$ cat src/rtl/encoder25_round_ctrl.sv
// rtl/encoder25_round_ctrl.sv - multi-round sequencer around the combinational encoder25 block

// One encoder round: rotate left by 3, fold in the block shifted down by 5, whiten with a fixed key.
module encoder25 (
    input  logic [24:0] din,
    output logic [24:0] dout
);
    localparam logic [24:0] KEY = 25'h0B5A5C3;

    assign dout = {din[21:0], din[24:22]} ^ {5'b0_0000, din[24:5]} ^ KEY;
endmodule

module encoder25_round_ctrl #(
    parameter int ROUNDS = 4,
    parameter int CW     = 5
) (
    input  logic          clk,
    input  logic          rst,
    input  logic          in_valid,
    input  logic [24:0]   in_data,
    output logic          in_ready,
    input  logic          abort,
    output logic          out_valid,
    output logic [24:0]   out_data,
    input  logic          out_ready,
    output logic          busy,
    output logic [CW-1:0] round_idx
);
    typedef enum logic [1:0] {
        IDLE = 2'd0,
        RUN  = 2'd1,
        DONE = 2'd2
    } state_t;

    localparam logic [CW-1:0] LAST_ROUND = CW'(ROUNDS - 1);

    state_t        state;
    logic [24:0]   block;
    logic [CW-1:0] cnt;
    logic [24:0]   enc_out;

    // The single shared round instance; it always sees the current block.
    encoder25 u_enc (
        .din  (block),
        .dout (enc_out)
    );

    // Control and datapath: reset first, then abort, then the IDLE/RUN/DONE walk.
    always_ff @(posedge clk) begin
        if (rst) begin
            state <= IDLE;
            block <= 25'd0;
            cnt   <= '0;
        end else if (abort) begin
            // The block register is left as it was; only control returns to IDLE.
            state <= IDLE;
            cnt   <= '0;
        end else begin
            case (state)
                IDLE: begin
                    if (in_valid) begin
                        block <= in_data;
                        cnt   <= '0;
                        state <= RUN;
                    end
                end
                RUN: begin
                    block <= enc_out;
                    if (cnt == LAST_ROUND) begin
                        cnt   <= '0;
                        state <= DONE;
                    end else begin
                        cnt <= cnt + CW'(1);
                    end
                end
                DONE: begin
                    if (out_ready) begin
                        state <= IDLE;
                    end
                end
                default: begin
                    state <= IDLE;
                    cnt   <= '0;
                end
            endcase
        end
    end

    // Handshake and status flags come only from the state register (and rst for in_ready).
    assign in_ready  = (state == IDLE) && !rst;
    assign out_valid = (state == DONE);
    assign busy      = (state == RUN) || (state == DONE);
    assign round_idx = (state == RUN) ? cnt : '0;
    assign out_data  = block;
endmodule

$ cat config.mk
export PLATFORM = sky130hd
export DESIGN_NAME = encoder25_round_ctrl
export DESIGN_NICKNAME = d
export VERILOG_FILES = /design/src/rtl/encoder25_round_ctrl.sv
export SDC_FILE = /design/constraint.sdc
export NUM_CORES = 1
export LEC_CHECK = 0
export ABC_CLOCK_PERIOD_IN_PS = 2500
export CAP_MARGIN = 10
export CORE_UTILIZATION = 51
export CTS_BUF_LIST = sky130_fd_sc_hd__clkbuf_4
export CTS_CLUSTER_DIAMETER = 200
export CTS_CLUSTER_SIZE = 30
export DETAILED_ROUTE_END_ITERATION = 8
export GPL_ROUTABILITY_DRIVEN = 0
export HOLD_SLACK_MARGIN = 0.12
export PLACE_DENSITY_LB_ADDON = 0.15
export SYNTH_ARGS = -nofsm -noshare
export SYNTH_HDL_FRONTEND = slang
export SYNTH_HIERARCHICAL = 1
export SYNTH_SLANG_ARGS = --single-unit
$ cat constraint.sdc
create_clock -name clk -period 2.5 [get_ports clk]
set_clock_uncertainty 0.05 [all_clocks]
set_input_delay 0.25 -clock clk [delete_from_list [all_inputs] [get_ports clk]]
set_output_delay 0.25 -clock clk [all_outputs]
set_load 0.005 [all_outputs]
### Word level (Yosys, flattened, before mapping)

Cells that the tools add are included.

| word-level totals | value |
|---|---|
| register bits after elaboration | 32 |
| output and inout bits | 33 |
| word-level logic and storage cells | 33 |

| cells by class | value |
|---|---|
| add/sub/neg operators | 1 |
| eq/ne operators | 6 |
| multiplexer cells | 10 |
| bitwise gates (word level) | 4 |
| reductions and logical operators | 9 |

Operators with widths:

| operator | number |
|---|---|
| 25-bit one-hot mux with 2 select lines | 1 |
| 25-bit 2-to-1 mux | 1 |
| 25-bit by 20-bit bitwise XOR with 25-bit output | 1 |
| 5-bit 2-to-1 mux | 3 |
| 5-bit one-hot mux with 3 select lines | 1 |
| 13-bit inverter | 1 |
| 2-bit 2-to-1 mux | 3 |
| 2-bit one-hot mux with 3 select lines | 1 |
| 3-bit AND reduction | 2 |
| 5-bit by 1-bit adder with 5-bit output (second input constant) | 1 |
| 5-bit by 2-bit equality test with 1-bit output (second input constant) | 1 |
| 2-bit != test (second input constant) | 2 |
| 2-bit by 1-bit equality test with 1-bit output (second input constant) | 1 |
| 2-bit equality test (second input constant) | 1 |
| 2-bit zero test | 1 |
| 2-bit by 1-bit != test with 1-bit output (second input constant) | 1 |
| 1-bit inverter | 2 |
| 2-bit AND reduction | 1 |
| 2-bit nonzero test | 1 |
| 2-bit OR reduction | 1 |
| 1-bit logical AND | 1 |
| 1-bit zero test | 1 |
| 1-bit logical OR | 1 |

### Longest topological paths before layout

| depth | value |
|---|---|
| depth after elaboration | 3 |
| mapped depth | 7 |

### Cells and area by module

The synthesis kept the hierarchy.

Modules (own cells, without submodules):

| module | times used | cells each | area each (um^2) | sequential area each (um^2) |
|---|---|---|---|---|
| encoder25_round_ctrl | 1 | 200 | 1740.4 | 640.6 |
| encoder25 | 1 | 25 | 201.4 | 0.0 |

### Worst setup path before layout

No wires, ideal clock.

| timing path | value |
|---|---|
| path kind | reg-to-reg |
| from | register cnt[0] |
| to | register state[1] |
| setup time | 58 ps |
| arrival | 1509 ps |
| data required time | 2392 ps |
| slack | 883 ps |
| cell stages (with the launch flop) | 5 |
| period minus slack after synthesis | 1617 ps |
| path through | dfxtp_1 -> ha_1 -> or4b_4 -> a221oi_4 -> o221a_2 |

| between the ends | value |
|---|---|
| longest elaborated chain between the ends | 3 |

RTL lines:

| item | line | RTL |
|---|---|---|
| start: declaration | 39 | `logic [CW-1:0] cnt;` |
| start signal: assignment | 73 | `cnt <= cnt + CW'(1);` |
| 5-bit by 2-bit equality test with 1-bit output | 69 | `if (cnt == LAST_ROUND) begin` |
| 2-bit != test (no source line) | - |  |
| 3-bit AND reduction (no source line) | - |  |
| end signal: assignment | 71 | `state <= DONE;` |
| end signal: assignment | 78 | `state <= IDLE;` |
| end signal: assignment | 82 | `state <= IDLE;` |
| end: declaration | 37 | `state_t state;` |

No other way between the ends.
A chain may end at the register's enable or synchronous reset.

### Worst setup path in the final report

| timing path | value |
|---|---|
| from | register state[1] |
| to | output port round_idx[4] |

| between the ends | value |
|---|---|
| longest elaborated chain between the ends | 2 |

RTL lines:

| item | line | RTL |
|---|---|---|
| start signal: assignment | 51 | `state <= IDLE;` |
| start signal: assignment | 56 | `state <= IDLE;` |
| start signal: assignment | 64 | `state <= RUN;` |
| 2-bit by 1-bit equality test with 1-bit output | 93 | `assign round_idx = (state == RUN) ? cnt : '0;` |
| 5-bit 2-to-1 mux | 93 |  |
| end: declaration | 27 | `output logic [CW-1:0] round_idx` |

No other way between the ends.

==> metrics.md <==
| Metric | Value |
|---|---|
| Outcome | finished clean |
| Slew HR | 61.6% |
| Critical Setup Path Class | reg -> out |
| Post-layout nets | around 310 |
| CTS tree | yes |
| CP Cell Sequence | inv_1 > ha_2 > and2_1 > clkdlybuf4s50_1 |
| Synthesized flop and latch total | 32 |
| DRT iter0 DRCs | 136 |
| Sequential-to-total area share from yosys stat | 33.0% |
| Drt wl/cell | 14.7 µm |
| Root buffer cell | clkbuf_4 |
| Util after Layout | 71.9% |
| Max incr delay on CP | 0.51 ns |
| Slew Limit Fails | 0 |
| First-pass GRT wire length | around 8.1 mm |
| Vias in the first global route | ~1700 |
| Max VDD drop | approximately 0.00028 V |
| Clk_lat worst skew | 0.34 ns |
| Total GRT Usage | 25.6% |
| CP Launch Type | flip-flop |
| Yosys warns | 6 |
| Syn avg cell area | about 8.6 µm² |
| Clock sinks | 32 |
| Post-CTS setup buffer count | 0 |
| Antenna viol nets, final | 0 |
| Count of final setup violators | 0 |
| Hold buffer count at cts | 0 |
| Cell Area, Synth | approximately 2000 µm² |
| Num rows | 22 |
| Ranking of synthesized cells by area | dfxtp_1 33%, mux2i_1 14%, or3_1 8.1% |
| Area growth syn-to-layout | 35.6% |
| PD cells | approximately 460 nW/µm² |
| R2R setup slack | 0.47 ns |
| Maximum clock path buffer count | 2 |
| Crit Path Max Fanout | 17 |
| Vias | roughly 1800 |
| Worst hold path class | reg -> reg |
| DP HPWL | 3.28 mm |
| Cts repair resizes | 0 |
| # diodes | 0 |
| Input/output buffers | 62 |
| Max-cap viol count | 0 |
| Static leakage | 0.916 nW |
| Min Clock Period, post-route | 2.25 ns |
| Initial Util | between 50% and 60% |
| # IOs | 63 |
| Die Height | 63.7 µm |
| CP max stage cell | clkdlybuf4s50_1 |
| Routed vias/inst | 5.52 |
| Final WL | 4.81 mm |
| Hold Vio Cnt, Final | 0 |
| Core area | ~3700 µm² |
| CTS Buf Count | 5 |
| DRC errors left | 0 |
| Remaining Overflow, GRT | 0 |
| RSZ-0062 raised after global routing | no |
| Post-route setup TNS | 0 ns |
| Htree depth | 2 |
| Clk slew on worst S/H paths | 0.10 ns |
| Cell variety after synth | 29 |
| CP arrival | 1.95 ns |
| Critical path capture point type | output pin |
| Largest net degree at the start of global routing | 53 |
| Worst-Margin Slew | ~0.57 ns |
| CP required | 2.20 ns |
| Final instance area | 2630 µm² |
| Drt pass-1 iters | 4 |
| Peak Freq | between 0.4 and 0.5 GHz |
| Top cell type's share of synthesized area | about a third |
| Syn Inst Count | 225 |
| Initial antenna violation count | 0 |
| Net count after synthesis | 260 |
| Post-route clock period utilization | 89.9% |
| Layout cells sized above 1 | about 6.4% |
| Die area | 4060 µm² |
| Area leader, netlist | dfxtp_1 |
| Width of the die | 63.7 µm |
| Placement Cell Area | 2580 µm² |
[power by group]
group	switching [mW]	internal [mW]	leakage [nW]	total [mW]
Sequential	0.0383	0.539	0.261	0.577
Clock	0.180	0.130	0.0338	0.310
Combinational	0.146	0.189	0.621	0.335
[synth_stat cells]
cell type	instances
or2_2	1
nor2b_1	4
nand3_1	3
ha_1	5
and2b_1	1
a31oi_1	2
o21ai_0	30
nor2_1	1
and4b_1	1
xor2_1	10
clkbuf_1	14
and2_2	1
or4b_4	1
or3_1	25
and2_1	4
mux2i_1	27
nand4b_1	1
a21oi_1	28
or4_1	1
nand2b_1	2
o221a_2	1
dfxtp_1	32
a221oi_4	1
o31ai_1	1
buf_4	5
inv_1	7
nand2_1	3
nand4_1	3
xnor2_1	10
[final timing paths]
kind,startpoint,endpoint,cells after the start
setup / recovery,state[1]$_SDFFE_PP0P_,round_idx[4],4
hold / removal,state[0]$_SDFFE_PP0P_,state[0]$_SDFFE_PP0P_,2
setup reg to reg,state[1]$_SDFFE_PP0P_,out_data[14]$_SDFFE_PP0P_,6
hold reg to reg,state[0]$_SDFFE_PP0P_,state[0]$_SDFFE_PP0P_,2
[placed cells by master, fill, tap and decap left out]
master	n
a21oi_1	28
mux2i_1	26
buf_4	4
dfxtp_1	32
nand2b_1	2
xnor2_1	10
or3_1	25
and2_1	4
or2_2	1
a221oi_4	1
and2b_1	1
or4b_4	1
nor2_1	1
nand2_1	3
and2_2	1
clkbuf_4	7
clkinv_1	1
inv_1	7
a31oi_1	2
o31ai_1	1
and4b_1	1
or4_1	1
o21ai_0	30
ha_1	4
o221a_2	1
clkdlybuf4s50_1	62
nand4_1	3
nand3_1	3
ha_2	1
nor2b_1	4
mux2i_4	1
xor2_1	10
nand4b_1	1
[per-stage QoR]
stage	hold WS, ns	total power [mW]	setup slack (ns)	cells
6_report	0.439	1.22	0.253	328
5_1_grt	0.483	1.29	0.118	328
2_1_floorplan	0.383	0.774	0.883	225
3_3_place_gp	0.423	0.918	0.548	320
3_5_place_dp	0.429	0.924	0.495	320
4_1_cts	0.442	1.23	0.227	328
[sequential cells by signal (all words and copies together), names as in the netlist]
signal    count
cnt           5
state         2
out_data     25
[cell type report]
| cell class | instances | area, µm² |
|---|---|---|
| well taps | 48 | 60.1 |
| repair buffers | 66 | 651 |
| flip-flops and latches | 32 | 641 |
| clock buffers | 7 | 52.6 |
| clock inverters | 1 | 3.75 |
| fillers | 316 | 1030 |
| inverters | 7 | 26.3 |
| multi-input cells | 167 | 1200 |
[worst max-delay path, delay by kind of cell, from the launching register on]
kind / cells / cell delay (ns)
buffers and inverters: 2 / 0.61
AND/OR/NAND/NOR: 1 / 0.21
flip-flops: 1 / 0.34
adder cells (fa/ha/maj): 1 / 0.45
[per-layer routing]
layer | track usage [%] | share of wire, % | vias up
met5 | 0 | 0 | -
met4 | 9.94 | 1.6 | 0
met3 | 5.80 | 3.2 | 8
met2 | 41.2 | 47 | 40
met1 | 32.9 | 48 | 855
li1 | - | - | 908
[logic make-up after synthesis]
family | count (synthesis) | share of synthesized area, %
simple gates | 52 | 16.9
xor+xnor | 20 | 9.02
mux | 27 | 13.9
fa+ha+maj | 5 | 3.22
flops | 32 | 33.0
buf+inv | 26 | 5.99
compound gates | 63 | 17.9
Power figures use the tool's default switching activity.
